File: config.mk
export PLATFORM = sky130hd
export DESIGN_NAME = ula_mantissa_seq_flat
export DESIGN_NICKNAME = d
export VERILOG_FILES = /design/src/rtl/ula_mantissa_seq_if.sv /design/src/rtl/ula_mantissa_seq.sv /design/src/flat_wrapper.sv
export SDC_FILE = /design/constraint.sdc
export NUM_CORES = 1
export LEC_CHECK = 0
export BUFFER_PORTS_ARGS = -buffer_cell sky130_fd_sc_hd__clkbuf_2
export CAP_MARGIN = 10
export CORE_ASPECT_RATIO = 1.1
export CORE_UTILIZATION = 50
export CTS_BUF_LIST = sky130_fd_sc_hd__clkbuf_4 sky130_fd_sc_hd__clkbuf_8
export DETAILED_ROUTE_END_ITERATION = 8
export MAX_ROUTING_LAYER = met4
export PLACE_DENSITY = 0.77
export SYNTH_ARGS = -nofsm -noshare
export SYNTH_HDL_FRONTEND = slang
export SYNTH_SLANG_ARGS = --single-unit
File: constraint.sdc
create_clock -name clk -period 4.7 [get_ports clk]
set_input_delay 0 -clock clk [delete_from_list [all_inputs] [get_ports clk]]
set_output_delay 0 -clock clk [all_outputs]
set_load 0.005 [all_outputs]
File: src/rtl/ula_mantissa_seq_if.sv
// Handshake and data bundle between a requester and the sequential mantissa ALU.
interface ula_mantissa_seq_if #(
   parameter int unsigned W = 24
) ();
   logic             start;
   logic [1:0]       op;
   logic [W-1:0]     a;
   logic [W-1:0]     b;
   logic             busy;
   logic             done;
   logic [2*W-1:0]   dout;
   logic             c_out;
   logic             neg;

   modport master (
      output start, op, a, b,
      input  busy, done, dout, c_out, neg
   );

   modport slave (
      input  start, op, a, b,
      output busy, done, dout, c_out, neg
   );
endinterface

File: src/rtl/ula_mantissa_seq.sv
// Sequential mantissa ALU: single-cycle add/sub (magnitude + sign) with guard bits,
// and shift-and-add multiply, behind a start/done handshake.
module ula_mantissa_seq #(
   parameter int unsigned W          = 24,
   parameter int unsigned GUARD      = 3,
   parameter bit          EARLY_EXIT = 1'b0
) (
   input  logic                clk,
   input  logic                rst_n,
   ula_mantissa_seq_if.slave   bus
);

   localparam int unsigned W2 = 2 * W;
   localparam int unsigned CW = $clog2(W + 1);

   localparam logic [1:0] OP_ADD = 2'b00;
   localparam logic [1:0] OP_SUB = 2'b01;
   localparam logic [1:0] OP_MUL = 2'b10;

   typedef enum logic [1:0] {
      S_IDLE = 2'd0,
      S_ADD  = 2'd1,
      S_MUL  = 2'd2,
      S_DONE = 2'd3
   } state_e;

   state_e          state_q, state_d;
   logic [1:0]      op_q, op_d;
   logic [W-1:0]    mplr_q, mplr_d;
   logic [W2-1:0]   mcand_q, mcand_d;
   logic [W2-1:0]   acc_q, acc_d;
   logic [CW-1:0]   cnt_q, cnt_d;
   logic            busy_q, busy_d;
   logic            done_q, done_d;
   logic [W2-1:0]   dout_q, dout_d;
   logic            c_out_q, c_out_d;
   logic            neg_q, neg_d;

   // Operand A lives in mplr_q and operand B in the low half of mcand_q during ADD.
   logic [W:0]      sum_w;
   logic [W-1:0]    diff_w;
   logic            a_lt_b;
   logic [W2-1:0]   acc_nxt;
   logic [W-1:0]    mplr_nxt;
   logic            mul_last;

   always_comb begin
      state_d  = state_q;
      op_d     = op_q;
      mplr_d   = mplr_q;
      mcand_d  = mcand_q;
      acc_d    = acc_q;
      cnt_d    = cnt_q;
      done_d   = 1'b0;
      dout_d   = dout_q;
      c_out_d  = c_out_q;
      neg_d    = neg_q;

      sum_w    = {1'b0, mplr_q} + {1'b0, mcand_q[W-1:0]};
      a_lt_b   = (mplr_q < mcand_q[W-1:0]);
      diff_w   = a_lt_b ? (mcand_q[W-1:0] - mplr_q) : (mplr_q - mcand_q[W-1:0]);
      acc_nxt  = mplr_q[0] ? (acc_q + mcand_q) : acc_q;
      mplr_nxt = mplr_q >> 1;
      // Early exit looks at the multiplier after this cycle's shift.
      mul_last = (cnt_q == CW'(W - 1)) || (EARLY_EXIT && (mplr_nxt == '0));

      unique case (state_q)
         S_IDLE: begin
            if (bus.start) begin
               op_d    = bus.op;
               mplr_d  = bus.a;
               mcand_d = W2'(bus.b);
               acc_d   = '0;
               cnt_d   = '0;
               state_d = (bus.op == OP_MUL) ? S_MUL : S_ADD;
            end
         end
         S_ADD: begin
            unique case (op_q)
               OP_ADD: begin
                  dout_d  = W2'(sum_w) << GUARD;
                  c_out_d = sum_w[W];
                  neg_d   = 1'b0;
               end
               OP_SUB: begin
                  dout_d  = W2'(diff_w) << GUARD;
                  c_out_d = 1'b0;
                  neg_d   = a_lt_b;
               end
               default: begin
                  dout_d  = '0;
                  c_out_d = 1'b0;
                  neg_d   = 1'b0;
               end
            endcase
            state_d = S_DONE;
         end
         S_MUL: begin
            acc_d   = acc_nxt;
            mcand_d = mcand_q << 1;
            mplr_d  = mplr_nxt;
            cnt_d   = cnt_q + CW'(1);
            if (mul_last) begin
               dout_d  = acc_nxt;
               c_out_d = acc_nxt[W2-1];
               neg_d   = 1'b0;
               state_d = S_DONE;
            end
         end
         S_DONE: begin
            done_d  = 1'b1;
            state_d = S_IDLE;
         end
         default: state_d = S_IDLE;
      endcase

      busy_d = (state_d != S_IDLE);
   end

   always_ff @(posedge clk or negedge rst_n) begin
      if (!rst_n) begin
         state_q <= S_IDLE;
         op_q    <= '0;
         mplr_q  <= '0;
         mcand_q <= '0;
         acc_q   <= '0;
         cnt_q   <= '0;
         busy_q  <= 1'b0;
         done_q  <= 1'b0;
         dout_q  <= '0;
         c_out_q <= 1'b0;
         neg_q   <= 1'b0;
      end else begin
         state_q <= state_d;
         op_q    <= op_d;
         mplr_q  <= mplr_d;
         mcand_q <= mcand_d;
         acc_q   <= acc_d;
         cnt_q   <= cnt_d;
         busy_q  <= busy_d;
         done_q  <= done_d;
         dout_q  <= dout_d;
         c_out_q <= c_out_d;
         neg_q   <= neg_d;
      end
   end

   assign bus.busy  = busy_q;
   assign bus.done  = done_q;
   assign bus.dout  = dout_q;
   assign bus.c_out = c_out_q;
   assign bus.neg   = neg_q;

endmodule

File: src/flat_wrapper.sv
// flat-port wrapper written by rule: the top's interface ports become plain ports
module ula_mantissa_seq_flat 
#(
   parameter int unsigned W          = 24,
   parameter int unsigned GUARD      = 3,
   parameter bit          EARLY_EXIT = 1'b0
)
  (clk, rst_n, bus_start, bus_op, bus_a, bus_b, bus_busy, bus_done, bus_dout, bus_c_out, bus_neg);
  ula_mantissa_seq_if #(.W(W)) bus_i ();
  input  logic clk;
  input  logic rst_n;
  input wire logic [$bits(bus_i.start)-1:0] bus_start;
  input wire logic [$bits(bus_i.op)-1:0] bus_op;
  input wire logic [$bits(bus_i.a)-1:0] bus_a;
  input wire logic [$bits(bus_i.b)-1:0] bus_b;
  output wire logic [$bits(bus_i.busy)-1:0] bus_busy;
  output wire logic [$bits(bus_i.done)-1:0] bus_done;
  output wire logic [$bits(bus_i.dout)-1:0] bus_dout;
  output wire logic [$bits(bus_i.c_out)-1:0] bus_c_out;
  output wire logic [$bits(bus_i.neg)-1:0] bus_neg;
  assign bus_i.start = bus_start;
  assign bus_i.op = bus_op;
  assign bus_i.a = bus_a;
  assign bus_i.b = bus_b;
  assign bus_busy = bus_i.busy;
  assign bus_done = bus_i.done;
  assign bus_dout = bus_i.dout;
  assign bus_c_out = bus_i.c_out;
  assign bus_neg = bus_i.neg;
  ula_mantissa_seq #(.W(W), .GUARD(GUARD), .EARLY_EXIT(EARLY_EXIT)) u_core (.clk(clk), .rst_n(rst_n), .bus(bus_i));
endmodule
Word-level counts from Yosys, hierarchy flattened
Cells that the tools add are included.
{ "totals": {"register_bits": 181, "latch_bits": 0, "ramBits": 0, "mem_bits_ro": 0, "input_bits": 53, "out_inout_bits": 52, "wordCells": 57, "n_memories": 0} }
{ "classes": {"n_addsub": 5, "mul": 0, "div": 0, "magnitude_cmp": 1, "eq_ne": 8, "n_shift": 0, "muxes": 24, "bitwise": 0, "n_reduce_logical": 8} }
{ "op_table": {"columns": ["operator", "count"], "rows": [
  ["48-bit one-hot mux with 2 select lines", 3],
  ["48-bit two-way mux", 4],
  ["28-bit one-hot mux with 2 select lines", 1],
  ["48-bit adder", 1],
  ["24-bit two-way mux", 2],
  ["24-bit one-hot mux with 2 select lines", 1],
  ["24-bit subtractor", 2],
  ["24-bit by 24-bit adder with 25-bit output", 1],
  ["24-bit < comparator", 1],
  ["5-bit one-hot mux with 2 select lines", 1],
  ["2-bit one-hot mux with 4 select lines", 1],
  ["2-bit equality test, second input constant", 3],
  ["2-bit two-way mux", 3],
  ["2-bit AND reduction", 3],
  ["2-bit nonzero test", 3],
  ["5-bit by 1-bit adder with 5-bit output, second input constant", 1],
  ["5-bit equality test, second input constant", 1],
  ["1-bit two-way mux", 5],
  ["5-bit two-way mux", 1],
  ["2-bit by 1-bit equality test with 1-bit output, second input constant", 2],
  ["2-bit zero test", 2],
  ["1-bit one-hot mux with 2 select lines", 2],
  ["2-bit by 1-bit inequality test with 1-bit output, second input constant", 1],
  ["2-bit inequality test, second input constant", 1]
]} }

Longest topological paths before layout
{ "logic_depth": {"ltp_word": 5, "ltp_mapped": 18, "mapped_depth_nobuf": 14} }

Least setup slack after synthesis
OpenSTA, ideal clock, no wires.
{ "synth_path": {"path_kind": "register to register", "from": "register u_core.mplr_q[0]", "to": "register u_core.dout_q[26] (netlist: u_core.bus.dout[26])", "setup_ns": 0.125, "t_arrival_ns": 3.446, "required_ns": 4.575, "slack_ns": 1.129, "stages_incl_launch_ff": 19, "n_path_buf": 4, "period_less_slack_ns": 3.571, "cell_sequence": "dfrtp_1 > clkbuf_1 > clkinv_1 > clkbuf_1 > ha_1 > inv_1 > fa_1 > a211oi_1 > o21a_1 > nor3_2 > o211ai_2 > and2_1 > buf_2 > buf_2 > mux2i_1 > o31ai_1 > a31oi_1 > mux2i_1 > o21ai_1"} }
{ "synth_between": {"elab_chain_len": 4, "word_cells_on_any_way": 9, "cone_classes": "add/sub: 3; order compare: 1; mux: 5"} }
{ "synth_rtl": {"columns": ["element", "line", "rtl"], "rows": [
  ["start: declaration", "ula_mantissa_seq.sv:29", "logic [W-1:0] mplr_q, mplr_d;"],
  ["start signal: assignment", "ula_mantissa_seq.sv:136", "mplr_q <= mplr_d;"],
  ["24-bit subtractor or 24-bit < comparator (tied branches)", "ula_mantissa_seq.sv:61, ula_mantissa_seq.sv:60", null],
  ["24-bit two-way mux", "ula_mantissa_seq.sv:61", "diff_w = a_lt_b ? (mcand_q[W-1:0] - mplr_q) : (mplr_q - mcand_q[W-1:0]);"],
  ["28-bit one-hot mux with 2 select lines", "ula_mantissa_seq.sv:79", "unique case (op_q)"],
  ["48-bit one-hot mux with 2 select lines (*)", "ula_mantissa_seq.sv:67", "unique case (state_q)"],
  ["end signal: assignment", "ula_mantissa_seq.sv:142", "dout_q <= dout_d;"],
  ["end: declaration", "ula_mantissa_seq.sv:35", "logic [W2-1:0] dout_q, dout_d;"]
]} }
Every way passes the cells marked *; elsewhere a longest branch is shown, timed or not. The select of a mux whose other input is x is not followed.
A chain may end at the register's enable or synchronous reset.

Worst setup path in the final report
{ "layout_path": {"from": "register u_core.mcand_q[1]", "to": "register u_core.dout_q[9] (netlist: u_core.bus.dout[9])"} }
{ "layout_between": {"elab_chain_len": 4, "word_cells_on_any_way": 10, "cone_classes": "add/sub: 4; order compare: 1; mux: 5"} }
{ "layout_rtl": {"columns": ["element", "line", "rtl"], "rows": [
  ["start: declaration", "ula_mantissa_seq.sv:30", "logic [W2-1:0] mcand_q, mcand_d;"],
  ["start signal: assignment", "ula_mantissa_seq.sv:137", "mcand_q <= mcand_d;"],
  ["48-bit adder, or another cell as far along", "ula_mantissa_seq.sv:62", "acc_nxt = mplr_q[0] ? (acc_q + mcand_q) : acc_q;"],
  ["48-bit two-way mux or 24-bit two-way mux (tied branches)", "ula_mantissa_seq.sv:62, ula_mantissa_seq.sv:61", null],
  ["48-bit two-way mux or 28-bit one-hot mux with 2 select lines (tied branches)", "ula_mantissa_seq.sv:103, ula_mantissa_seq.sv:79", null],
  ["48-bit one-hot mux with 2 select lines (*)", "ula_mantissa_seq.sv:67", null]
]} }
Marked as above.

==> run_results.csv <==
group,metric,value,unit
run_status,status,"completed",
clock_network,cts.sinks,181,
final_layout,drive_gt1_share,11.2,%
sta,max_slew.worst_pin.slew,1.11,ns
sta,setup_viol,0,
clock_network,htree_levels,4,
critical_path,arrival,4.29,ns
critical_path,path_max_fanout,17,
floorplan,initial_core_util,51.3,%
placed_design,dp_cells,2136,
sta,timing.final.max_slew_violations,0,
logic_synthesis,postSynth.asyncResetShare,100,%
routing,dr.first_iter.drc_count,1110,
routing,first_pass_iters,5,
global_route,gr-usage-all-layers,31.9,%
sta,finalHoldWorstSlack,0.0631,ns
sta,fin_crit_sh,82.2,%
floorplan,rows,64,
clock_network,clock-root-buffer,"clkbuf_8",
routing,vias_per_cell,6.13,
logic_synthesis,yosysTopAreaCellShare,31.5,%
clock_network,cts_buffer_depth,2,
global_route,grt_overflow,0,
clock_network,clkLatencyLatePin,0.51,ns
critical_path,cp-end-kind,"register",
logic_synthesis,synth_area_leaders,"dfrtp_1 (31%), ha_1 (11%), a21oi_1 (6.1%)",
placed_design,place_congestion,0.946,
critical_path,critPathRequiredTime,5.12,ns
worst_hold_path,hp-class,"primary input to async pin",
routing,routedWlPerCell,20.2,um
logic_synthesis,synth-edff-count,0,
floorplan,die_x,164,um
routing,postRouteAntennaNets,0,
routing,drc,0,
logic_synthesis,netlist_area,0.0144,mm^2
floorplan,pin_count,105,
sta,skew,0.0163,ns
clock_network,cts_made_buffers,17,
final_layout,n_antenna_cell,0,
routing,finalWirelength,44800,um
clock_network,clk_pin_slew_worst_paths,0.10,ns
clock_network,cts.hold.buffers_added,52,
global_route,grt_max_degree,98,
power,peakVddDrop,0.000789,V
sta,finalSetupTns,0,ns
sta,hold_violations,0,
sta,rsz0062_at_grt,"false",
sta,fin_crit,3.86,ns
critical_path,critPathLaunch,"u_core.mcand_q[1]",
placed_design,dp_hpwl,32900,um
logic_synthesis,yosysUniqueCellTypes,83,
logic_synthesis,yosysWarnings,0,
floorplan,core,0.0280,mm^2
logic_synthesis,synth_top_area_cell,"dfrtp_1",
run,cap_violations,0,
logic_synthesis,synth_nets,1922,
sta,max_freq,259,MHz
logic_synthesis,ys_ff_latch,181,
power,p_per_area,827,mW/mm^2
clock_network,cts_resized,0,
logic_synthesis,synth-seq-area-share,31.5,%
routing,route.vias.total,13600,
power,p_total,13.3,mW
global_route,grt_first_pass_wirelength,71800,um
logic_synthesis,synth_common_cells,"nand2_1 (204), dfrtp_1 (181), a21oi_1 (176)",
final_layout,syn2layout_area_growth,11.8,%
floorplan,fp.dieH,180,um
critical_path,r2r-start,"u_core.mcand_q[1]",
global_route,grt_antenna_before_repair,0,
logic_synthesis,ys.flop_type,"dfrtp_1",
critical_path,critPathKind,"register to register",
critical_path,critPathLaunchType,"register",
placed_design,numPortBuffers,104,
logic_synthesis,synthesis.instances,1737,
global_route,grt_pass1_vias,13300,
logic_synthesis,syn_avg_cell_area,8.28,um^2
final_layout,fin_cells,2220,
clock_network,cts_tree,"done",
floorplan,dieArea,0.0295,mm^2
clock_network,post_cts_buffers,0,
final_layout,finalNetCount,2029,
logic_synthesis,post-synth-top-count-cell,"nand2_1",
power,power.leakage,7.83,nW
sta,slew_headroom,25.7,%
## flip-flops by register name (all words and copies together) (netlist names)
signal,count
u_core.acc_q,48
u_core.bus.dout,48
u_core.mcand_q,48
u_core.mplr_q,24
u_core.cnt_q,5
u_core.op_q,2
u_core.state_q,2
u_core.bus.busy,1
u_core.bus.c_out,1
u_core.bus.done,1
u_core.bus.neg,1
## through the flow
step           utilization, %  instance area (um^2)  setup slack (ns)
6_report                 57.4                 16100             0.836
5_1_grt                  57.4                 16100             0.613
3_5_place_dp             54.3                 15200             0.921
4_1_cts                  57.4                 16100             0.906
3_3_place_gp             54.3                 15200              1.00
2_1_floorplan               -                 14400              1.13
## path summary, 6_finish.rpt
check / to / slack (ns) / cells past startpoint
max in group asynchronous: u_core.mcand_q[19] / 3.33 / 3
worst min-delay path: u_core.cnt_q[3] / 0.06 / 2
worst max-delay path: u_core.bus.dout[9] / 0.84 / 13
worst max register to register: u_core.bus.dout[9] / 0.84 / 13
worst min register to register: u_core.bus.dout[1] / 0.48 / 2
min in group clk: u_core.mplr_q[23] / 0.27 / 3
## power breakdown
part           internal [mW]  leakage, nW  total, mW  switching [mW]
clock                  0.375        0.173       1.01           0.635
combinational           3.55         5.37       9.59            6.04
sequential              2.07         2.28       2.71           0.631
## metal layers
layer	up-vias	part of all wire [%]	wire length [um]	global-route usage [%]
met5	-	0	0	-
met2	508	48	21500	51.6
li1	6400	-	-	-
met4	0	3.7	1650	12.5
met3	111	5.1	2310	3.76
met1	6579	43	19300	40.4
## final cells by class
class / instances / area, um^2
Clock inverter: 14 / 104
Timing Repair Buffer: 181 / 1250
Inverter: 95 / 357
Fill cell: 2579 / 11900
Multi-Input combinational cell: 1368 / 9150
Clock buffer: 18 / 241
Sequential cell: 181 / 4530
Tap cell: 363 / 454
## logic make-up (layout without fill, tap and decap cells)
logic type / after synthesis / in the layout / share of synthesized area (%)
xor gates and xnor gates: 73 / 73 / 4.44
and+or+nand+nor: 539 / 539 / 16.7
buffers and inverters: 188 / 308 / 5.19
AOI/OAI and AO/OA: 535 / 535 / 24.1
muxes: 89 / 89 / 6.37
DFF: 181 / 181 / 31.5
adders and majority gates: 132 / 132 / 11.7
## critical path, cell delays in order, from the launching register on
cell	delay, ns
dfrtp_1	0.49
inv_1	0.19
fa_1	0.49
a211oi_1	0.39
o21a_1	0.23
nor3_2	0.09
o211ai_2	0.25
and2_1	0.43
buf_12	0.22
mux2_1	0.35
a311oi_2	0.22
xnor2_1	0.16
nand2_1	0.07
a31oi_1	0.20
## placed cells by master, fill, tap and decap left out, types with 12 or more instances in the layout
master,n
clkbuf_8,18
a31oi_1,28
nand2b_1,14
dlygate4sd3_1,52
a22o_1,12
xnor2_1,45
o21bai_1,23
nand4_1,19
nor3_1,30
dfrtp_1,180
o31ai_1,14
nand2_1,204
mux2_2,17
inv_1,92
nor2b_1,15
buf_4,24
clkbuf_2,103
a21oi_1,175
a21o_1,43
o221ai_1,19
o21ai_0,88
nand3_1,45
ha_1,127
nor2_1,158
xor2_1,28
mux2i_1,69
o21ai_1,19
(Power assumes the default switching activity.)
